`src/rtl/vga_pkg.sv`:
```
// Shared constants for the 640x480@60 VGA timing generator: default porch and
// sync widths, derived totals, coordinate width and a window-decode helper.
package vga_pkg;

  localparam int COORD_W = 10;

  localparam int DEF_H_VISIBLE = 640;
  localparam int DEF_H_FRONT   = 16;
  localparam int DEF_H_SYNC    = 96;
  localparam int DEF_H_BACK    = 48;
  localparam int DEF_V_VISIBLE = 480;
  localparam int DEF_V_FRONT   = 10;
  localparam int DEF_V_SYNC    = 2;
  localparam int DEF_V_BACK    = 33;

  localparam int DEF_H_TOTAL = DEF_H_VISIBLE + DEF_H_FRONT + DEF_H_SYNC + DEF_H_BACK;
  localparam int DEF_V_TOTAL = DEF_V_VISIBLE + DEF_V_FRONT + DEF_V_SYNC + DEF_V_BACK;

  // True when lo <= val < lo+len; used for both sync pulse windows.
  function automatic logic in_window(input logic [COORD_W-1:0] val,
                                     input int lo, input int len);
    return (int'(val) >= lo) && (int'(val) < lo + len);
  endfunction

endpackage

```
`src/rtl/vga_axis_counter.sv`:
```
// Modulo-TOTAL counter with enable and synchronous clear. wrap_o is high in the
// cycle where an enabled count sits at TOTAL-1, i.e. the edge it returns to 0.
module vga_axis_counter
  import vga_pkg::*;
#(
  parameter int TOTAL = 800
) (
  input  logic               clk,
  input  logic               clr_i,
  input  logic               en_i,
  output logic [COORD_W-1:0] cnt_o,
  output logic               wrap_o
);

  localparam logic [COORD_W-1:0] LAST = COORD_W'(TOTAL - 1);

  logic [COORD_W-1:0] cnt_q;
  logic [COORD_W-1:0] cnt_d;

  assign wrap_o = en_i && (cnt_q == LAST);
  assign cnt_o  = cnt_q;

  // Next count: clear wins, then explicit wrap at TOTAL-1, else increment.
  always_comb begin
    cnt_d = cnt_q;
    if (clr_i) begin
      cnt_d = '0;
    end else if (wrap_o) begin
      cnt_d = '0;
    end else if (en_i) begin
      cnt_d = cnt_q + 1'b1;
    end
  end

  // Count register.
  always_ff @(posedge clk) begin
    cnt_q <= cnt_d;
  end

endmodule

```
`src/rtl/vga_timing_gen.sv`:
```
// 640x480@60 VGA raster timing from the 25 MHz pixel clock. Counters are held
// at (0,0) while reset is high or the clock generator is not locked; all pins
// are registered decodes of the counter state (one cycle of latency).
// Optional macro VGA_FRAME_CNT_EN adds an 8-bit frame_count output.
module vga_timing_gen
  import vga_pkg::*;
#(
  parameter int H_VISIBLE = DEF_H_VISIBLE,
  parameter int H_FRONT   = DEF_H_FRONT,
  parameter int H_SYNC    = DEF_H_SYNC,
  parameter int H_BACK    = DEF_H_BACK,
  parameter int V_VISIBLE = DEF_V_VISIBLE,
  parameter int V_FRONT   = DEF_V_FRONT,
  parameter int V_SYNC    = DEF_V_SYNC,
  parameter int V_BACK    = DEF_V_BACK
) (
  input  logic               clk25,
  input  logic               reset,
  input  logic               locked,
  output logic               hsync,
  output logic               vsync,
  output logic               video_on,
  output logic [COORD_W-1:0] pixel_x,
  output logic [COORD_W-1:0] pixel_y,
  output logic               frame_start
`ifdef VGA_FRAME_CNT_EN
  ,
  output logic [7:0]         frame_count
`endif
);

  localparam int H_TOTAL = H_VISIBLE + H_FRONT + H_SYNC + H_BACK;
  localparam int V_TOTAL = V_VISIBLE + V_FRONT + V_SYNC + V_BACK;

  // Loss of lock is treated exactly like reset: the frame is abandoned.
  logic clr;
  assign clr = reset || !locked;

  logic [COORD_W-1:0] h_cnt;
  logic [COORD_W-1:0] v_cnt;
  logic               h_wrap;
  // Frame boundary is decoded from (0,0), so the vertical wrap is not needed.
  logic               v_wrap_unused;

  vga_axis_counter #(.TOTAL(H_TOTAL)) u_h_cnt (
    .clk    (clk25),
    .clr_i  (clr),
    .en_i   (1'b1),
    .cnt_o  (h_cnt),
    .wrap_o (h_wrap)
  );

  vga_axis_counter #(.TOTAL(V_TOTAL)) u_v_cnt (
    .clk    (clk25),
    .clr_i  (clr),
    .en_i   (h_wrap),
    .cnt_o  (v_cnt),
    .wrap_o (v_wrap_unused)
  );

  logic               hsync_q, hsync_d;
  logic               vsync_q, vsync_d;
  logic               video_on_q, video_on_d;
  logic               frame_start_q, frame_start_d;
  logic [COORD_W-1:0] pixel_x_q, pixel_x_d;
  logic [COORD_W-1:0] pixel_y_q, pixel_y_d;

  // Decode the current counter state; reset values while cleared.
  always_comb begin
    hsync_d       = 1'b1;
    vsync_d       = 1'b1;
    video_on_d    = 1'b0;
    frame_start_d = 1'b0;
    pixel_x_d     = '0;
    pixel_y_d     = '0;
    if (!clr) begin
      hsync_d       = !in_window(h_cnt, H_VISIBLE + H_FRONT, H_SYNC);
      vsync_d       = !in_window(v_cnt, V_VISIBLE + V_FRONT, V_SYNC);
      video_on_d    = (int'(h_cnt) < H_VISIBLE) && (int'(v_cnt) < V_VISIBLE);
      frame_start_d = (h_cnt == '0) && (v_cnt == '0);
      pixel_x_d     = h_cnt;
      pixel_y_d     = v_cnt;
    end
  end

  // Output registers keep every pin aligned to the same counter sample.
  always_ff @(posedge clk25) begin
    hsync_q       <= hsync_d;
    vsync_q       <= vsync_d;
    video_on_q    <= video_on_d;
    frame_start_q <= frame_start_d;
    pixel_x_q     <= pixel_x_d;
    pixel_y_q     <= pixel_y_d;
  end

  assign hsync       = hsync_q;
  assign vsync       = vsync_q;
  assign video_on    = video_on_q;
  assign frame_start = frame_start_q;
  assign pixel_x     = pixel_x_q;
  assign pixel_y     = pixel_y_q;

`ifdef VGA_FRAME_CNT_EN
  logic [7:0] frame_count_q, frame_count_d;

  // Count frames: step once per frame_start output cycle, wrap 255->0.
  always_comb begin
    frame_count_d = frame_count_q;
    if (clr) begin
      frame_count_d = '0;
    end else if (frame_start_q) begin
      frame_count_d = frame_count_q + 8'd1;
    end
  end

  // Frame counter register.
  always_ff @(posedge clk25) begin
    frame_count_q <= frame_count_d;
  end

  assign frame_count = frame_count_q;
`endif

endmodule

```
`config.mk`:
```
export PLATFORM = sky130hd
export DESIGN_NAME = vga_timing_gen
export DESIGN_NICKNAME = d
export VERILOG_FILES = /design/src/rtl/vga_pkg.sv /design/src/rtl/vga_axis_counter.sv /design/src/rtl/vga_timing_gen.sv
export SDC_FILE = /design/constraint.sdc
export NUM_CORES = 1
export LEC_CHECK = 0
export ABC_CLOCK_PERIOD_IN_PS = 4700
export BUFFER_PORTS_ARGS = -buffer_cell sky130_fd_sc_hd__buf_4
export CORE_AREA = 5 5 78 62
export CTS_CLUSTER_SIZE = 30
export DETAILED_ROUTE_END_ITERATION = 16
export DIE_AREA = 0 0 83 67
export GPL_ROUTABILITY_DRIVEN = 1
export GPL_TIMING_DRIVEN = 0
export PLACE_DENSITY_LB_ADDON = 0.1
export SLEW_MARGIN = 15
export SYNTH_ARGS = -nofsm -noshare
export SYNTH_HDL_FRONTEND = slang
export SYNTH_SLANG_ARGS = --single-unit
```
`constraint.sdc`:
```
create_clock -name clk25 -period 4.7 [get_ports clk25]
set_clock_uncertainty 0.05 [all_clocks]
set_input_delay 0.47 -clock clk25 [delete_from_list [all_inputs] [get_ports clk25]]
set_output_delay 0.47 -clock clk25 [all_outputs]
set_load 0.05 [all_outputs]
```
Word level (Yosys, flattened, before mapping)
Index checks and enable logic that the tools add are counted.

word-level totals
  register bits after elaboration = 44
  output and inout bits = 24
  word-level logic and storage cells = 31

operators by class
  $add $sub $neg = 2
  magnitude comparators = 6
  equality and inequality tests = 2
  reductions and logical operators = 13

operator list
  cell                                                         count
  adder 10 x 1 -> 10 bit, second input constant                2
  == test 10 bit, second input constant                        2
  logical NOT 10 bit                                           2
  less-than comparator 10 bit, second input constant           2
  less-than comparator 10 x 9 -> 1 bit, second input constant  2
  >= comparator 10 bit, second input constant                  1
  >= comparator 10 x 9 -> 1 bit, second input constant         1
  logical AND 1 bit                                            5
  OR reduction 2 bit                                           2
  logical NOT 1 bit                                            3
  logical OR 1 bit                                             1

Depth between registers and ports, before layout
  depth in word-level cells = 3
  gate-level depth with buffers = 6
  gate-level depth less buffers = 6

Modules after synthesis
A second synthesis with hierarchy kept.

second synthesis, totals
  cells, all modules = 174
  area total of the unflattened synthesis = 1735.4 um2

modules (own cells, without submodules)
  module                       instances  cells each  area each (um2)
  vga_timing_gen               1          66          742.0
  vga_axis_counter at u_v_cnt  1          55          503.0
  vga_axis_counter at u_h_cnt  1          53          490.5

Worst setup path after synthesis
No wires, ideal clock.

  kind = reg2reg
  start = register u_h_cnt.cnt_q[0] (netlist: u_h_cnt.cnt_o[0])
  end = register u_v_cnt.cnt_q[6] (netlist: u_v_cnt.cnt_o[6])
  setup time = 121 ps
  data arrival time = 1416 ps
  required time = 4529 ps
  slack = 3113 ps
  cell stages (with the launch flop) = 6
  buffers on the path = 0
  cell sequence = dfxtp_1 ha_1 nand3_1 nor4_4 nand2_1 mux2_4

between the ends
  longest elaborated chain between the ends = 3

ends and longest elaborated chain
  what                          line                    RTL
  from (decl)                   vga_axis_counter.sv:17  logic [COORD_W-1:0] cnt_q;
  from (signal assigned)        vga_axis_counter.sv:37  cnt_q <= cnt_d;
  == test 10 bit *              vga_axis_counter.sv:20  assign wrap_o = en_i && (cnt_q == LAST);
  logical AND 1 bit             vga_axis_counter.sv:20
  OR reduction 2 bit (no line)  --
  to (signal assigned)          vga_axis_counter.sv:37
  to (decl)                     vga_axis_counter.sv:17

Mark *: on every way between the ends. The rest lies on a longest branch, timed or not.
A chain may end at the register's enable or synchronous reset.

Worst setup path after layout
  start = register u_h_cnt.cnt_q[0] (netlist: u_h_cnt.cnt_o[0])
  end = register u_v_cnt.cnt_q[4] (netlist: u_v_cnt.cnt_o[4])

Same word-level chain as after synthesis.

==> flow_summary.ini <==
[yosys]
synth_area_per_cell_um2 = 9.92
ys_ff_latch = 44
ys_types = 38
mappedNetlistArea_mm2 = 0.00174
ys_seq_area_share_pct = 50.7
synthesis.nets = 183
syn_inst = 175
yosysWarnings = 0

[detailed_routing]
vias_per_cell = 4.71
wl_per_cell_um = 12.8
route.detailed.drc = 0
ant_nets = 0
drt_iter0_markers = 71
firstDrtPassIters = 4
routed_wl_mm = 3.38
vias = 1243

[critical_path]
crit_path_start_kind = flip-flop
path_max_fanout = 8
cp.arrival_ns = 1.89
cp.required_ns = 4.82
critical_path_class = reg2reg
rrSetupSlack_ns = 2.93
crit_path_end_kind = flip-flop

[timing]
slew_headroom_pct = 63.9
hold_viol = 0
slew_violations = 0
period_minus_slack_ns = 1.77
fmax_mhz = 564
setup_viol = 0
period_share_pct = 37.7
rsz0062_at_grt = no
setup_tns_ns = 0
tightestPinTransition_ns = 0.542

[final_layout]
num-nets-final = 216
layout.area.seq_um2 = 881
mostFrequentLayoutCell = dfxtp_1
post-route-cell-area_mm2 = 0.00209
diodes = 0
synthToLayoutAreaGrowth_pct = 20.4
nFillCells = 407
mostFrequentLayoutCells = dfxtp_1 (44), buf_4 (27), nor2_1 (27)
drive_above_1_share_pct = 22.5
multi_input_comb_area_um2 = 787

[cts]
cts_tree = yes
clock_latency_ns = 0.29
cts_made_buffers = 5
hold_buffers = 0
cts_buffer_depth = 2
cts_setup_buffers = 0
post_cts_resize_count = 0
cts.sinks = 44
root_buffer = clkbuf_8
ctsHtreeMaxLevel = 2
clkTransAtPathRegs_ns = 0.07

[power]
cellPowerDensity_mw_per_mm2 = 303
power_uw = 633
ir_drop_mv = 0.160
p_leak_uw = 0.000859

[grt]
grtUsageTotal_pct = 13.7
grt_pass1_vias = 1224
antenna_found_initial = 0
grt_pass1_wl_mm = 5.90
overflow = 0
grt_start_max_net_pins = 13

[job]
max-cap-violations = 0

[place]
numPortBuffers = 26
place_congestion = 0.809
postPlaceCellArea_mm2 = 0.00200
dp_hpwl_mm = 2.48

[hold_path]
hold_path.class = reg2reg

[floorplanning]
die_h_um = 67
die-area_mm2 = 0.00556
start_util_pct = 43.9
core_area_mm2 = 0.00395
placement_rows = 20
pin_count = 27
die_w_um = 83

[status]
status = completed
-- worst max-delay path: stages (launching register included) --
cell     delay, ns
dfxtp_1       0.39
ha_1          0.22
and3_1        0.16
buf_4         0.16
nand3_4       0.13
o31ai_4       0.44
nor2_1        0.10
-- metrics by stage --
| stage | hold slack (ns) | util (%) | std cells | worst slack (ns) |
|---|---|---|---|---|
| global placement | 0.409 | 50.6 | 256 | 2.86 |
| global route | 0.456 | 52.9 | 264 | 2.76 |
| detailed placement | 0.415 | 50.6 | 256 | 2.79 |
| finish | 0.429 | 52.9 | 264 | 2.93 |
| floorplan | 0.388 | - | 175 | 3.11 |
| CTS | 0.434 | 52.9 | 264 | 2.90 |
-- per-layer routing --
| layer | vias to the layer above | GRT usage, % | part of all wire (%) |
|---|---|---|---|
| met5 | - | 0 | 0 |
| li1 | 648 | - | - |
| met1 | 564 | 18.4 | 52 |
| met4 | 0 | 5.51 | 1.4 |
| met3 | 6 | 4.45 | 5.3 |
| met2 | 25 | 20.1 | 41 |
-- cell type report --
| cell class | instances | share of cell area [%] |
|---|---|---|
| well taps | 55 | 3.29 |
| multi-input cells | 117 | 37.6 |
| repair buffers | 26 | 9.34 |
| flip-flops and latches | 44 | 42.1 |
| inverters | 5 | 0.898 |
| clock buffers | 8 | 4.31 |
| plain buffers | 9 | 2.39 |
-- flip-flops by register name (all words and copies together) (netlist names) --
name and count:
frame_start 1, hsync 1, pixel_x 10, pixel_y 10
u_h_cnt.cnt_o 10, u_v_cnt.cnt_o 10, video_on 1, vsync 1
-- where the power goes --
part	leakage, uW	internal [uW]	switching, uW
logic	0.000459	6.43	14.5
clock network	0.0000455	120	117
registers	0.000355	375	1.21
total	0.000859	501	133
-- cells in the mapped netlist (all sizes together) --
library cell,count,area (um2)
dfxtp,44,881
nor2,27,101
and2,15,95.1
nand3,10,62.6
xor2,8,70.1
nand2,7,26.3
and3,6,37.5
buf,5,33.8
ha,5,62.6
inv,5,18.8
xnor2,5,43.8
clkbuf,4,16.3
nand4,4,40.0
nor4,4,40.0
o21ai,4,20.0
a21oi,2,10.0
mux2i,2,20.0
nand4b,2,17.5
nor2b,2,12.5
nor3,2,10.0
or2,2,12.5
or3,2,12.5
and4,1,8.76
and4b,1,11.3
and4bb,1,12.5
mux2,1,15.0
nand2b,1,6.26
nor4b,1,8.76
o2111ai,1,8.76
o31ai,1,21.3
-- cell families (layout without fill, tap and decap cells) --
group,after synthesis,count (layout),share of synthesized area [%]
fa+ha+maj,5,5,3.60
mux,3,3,2.02
simple gates,88,88,29.7
buf+inv,14,48,3.96
xor+xnor,13,13,6.56
compound gates,8,8,3.46
flops,44,44,50.7
-- final timing paths --
path | startpoint | end | cells past startpoint
hold / removal | u_h_cnt.cnt_o[0] | u_h_cnt.cnt_o[0] | 1
hold reg to reg | u_h_cnt.cnt_o[0] | u_h_cnt.cnt_o[0] | 1
setup / recovery | u_h_cnt.cnt_o[0] | u_v_cnt.cnt_o[4] | 6
setup reg to reg | u_h_cnt.cnt_o[0] | u_v_cnt.cnt_o[4] | 6
Note: power is estimated with default switching activity, not from simulation.
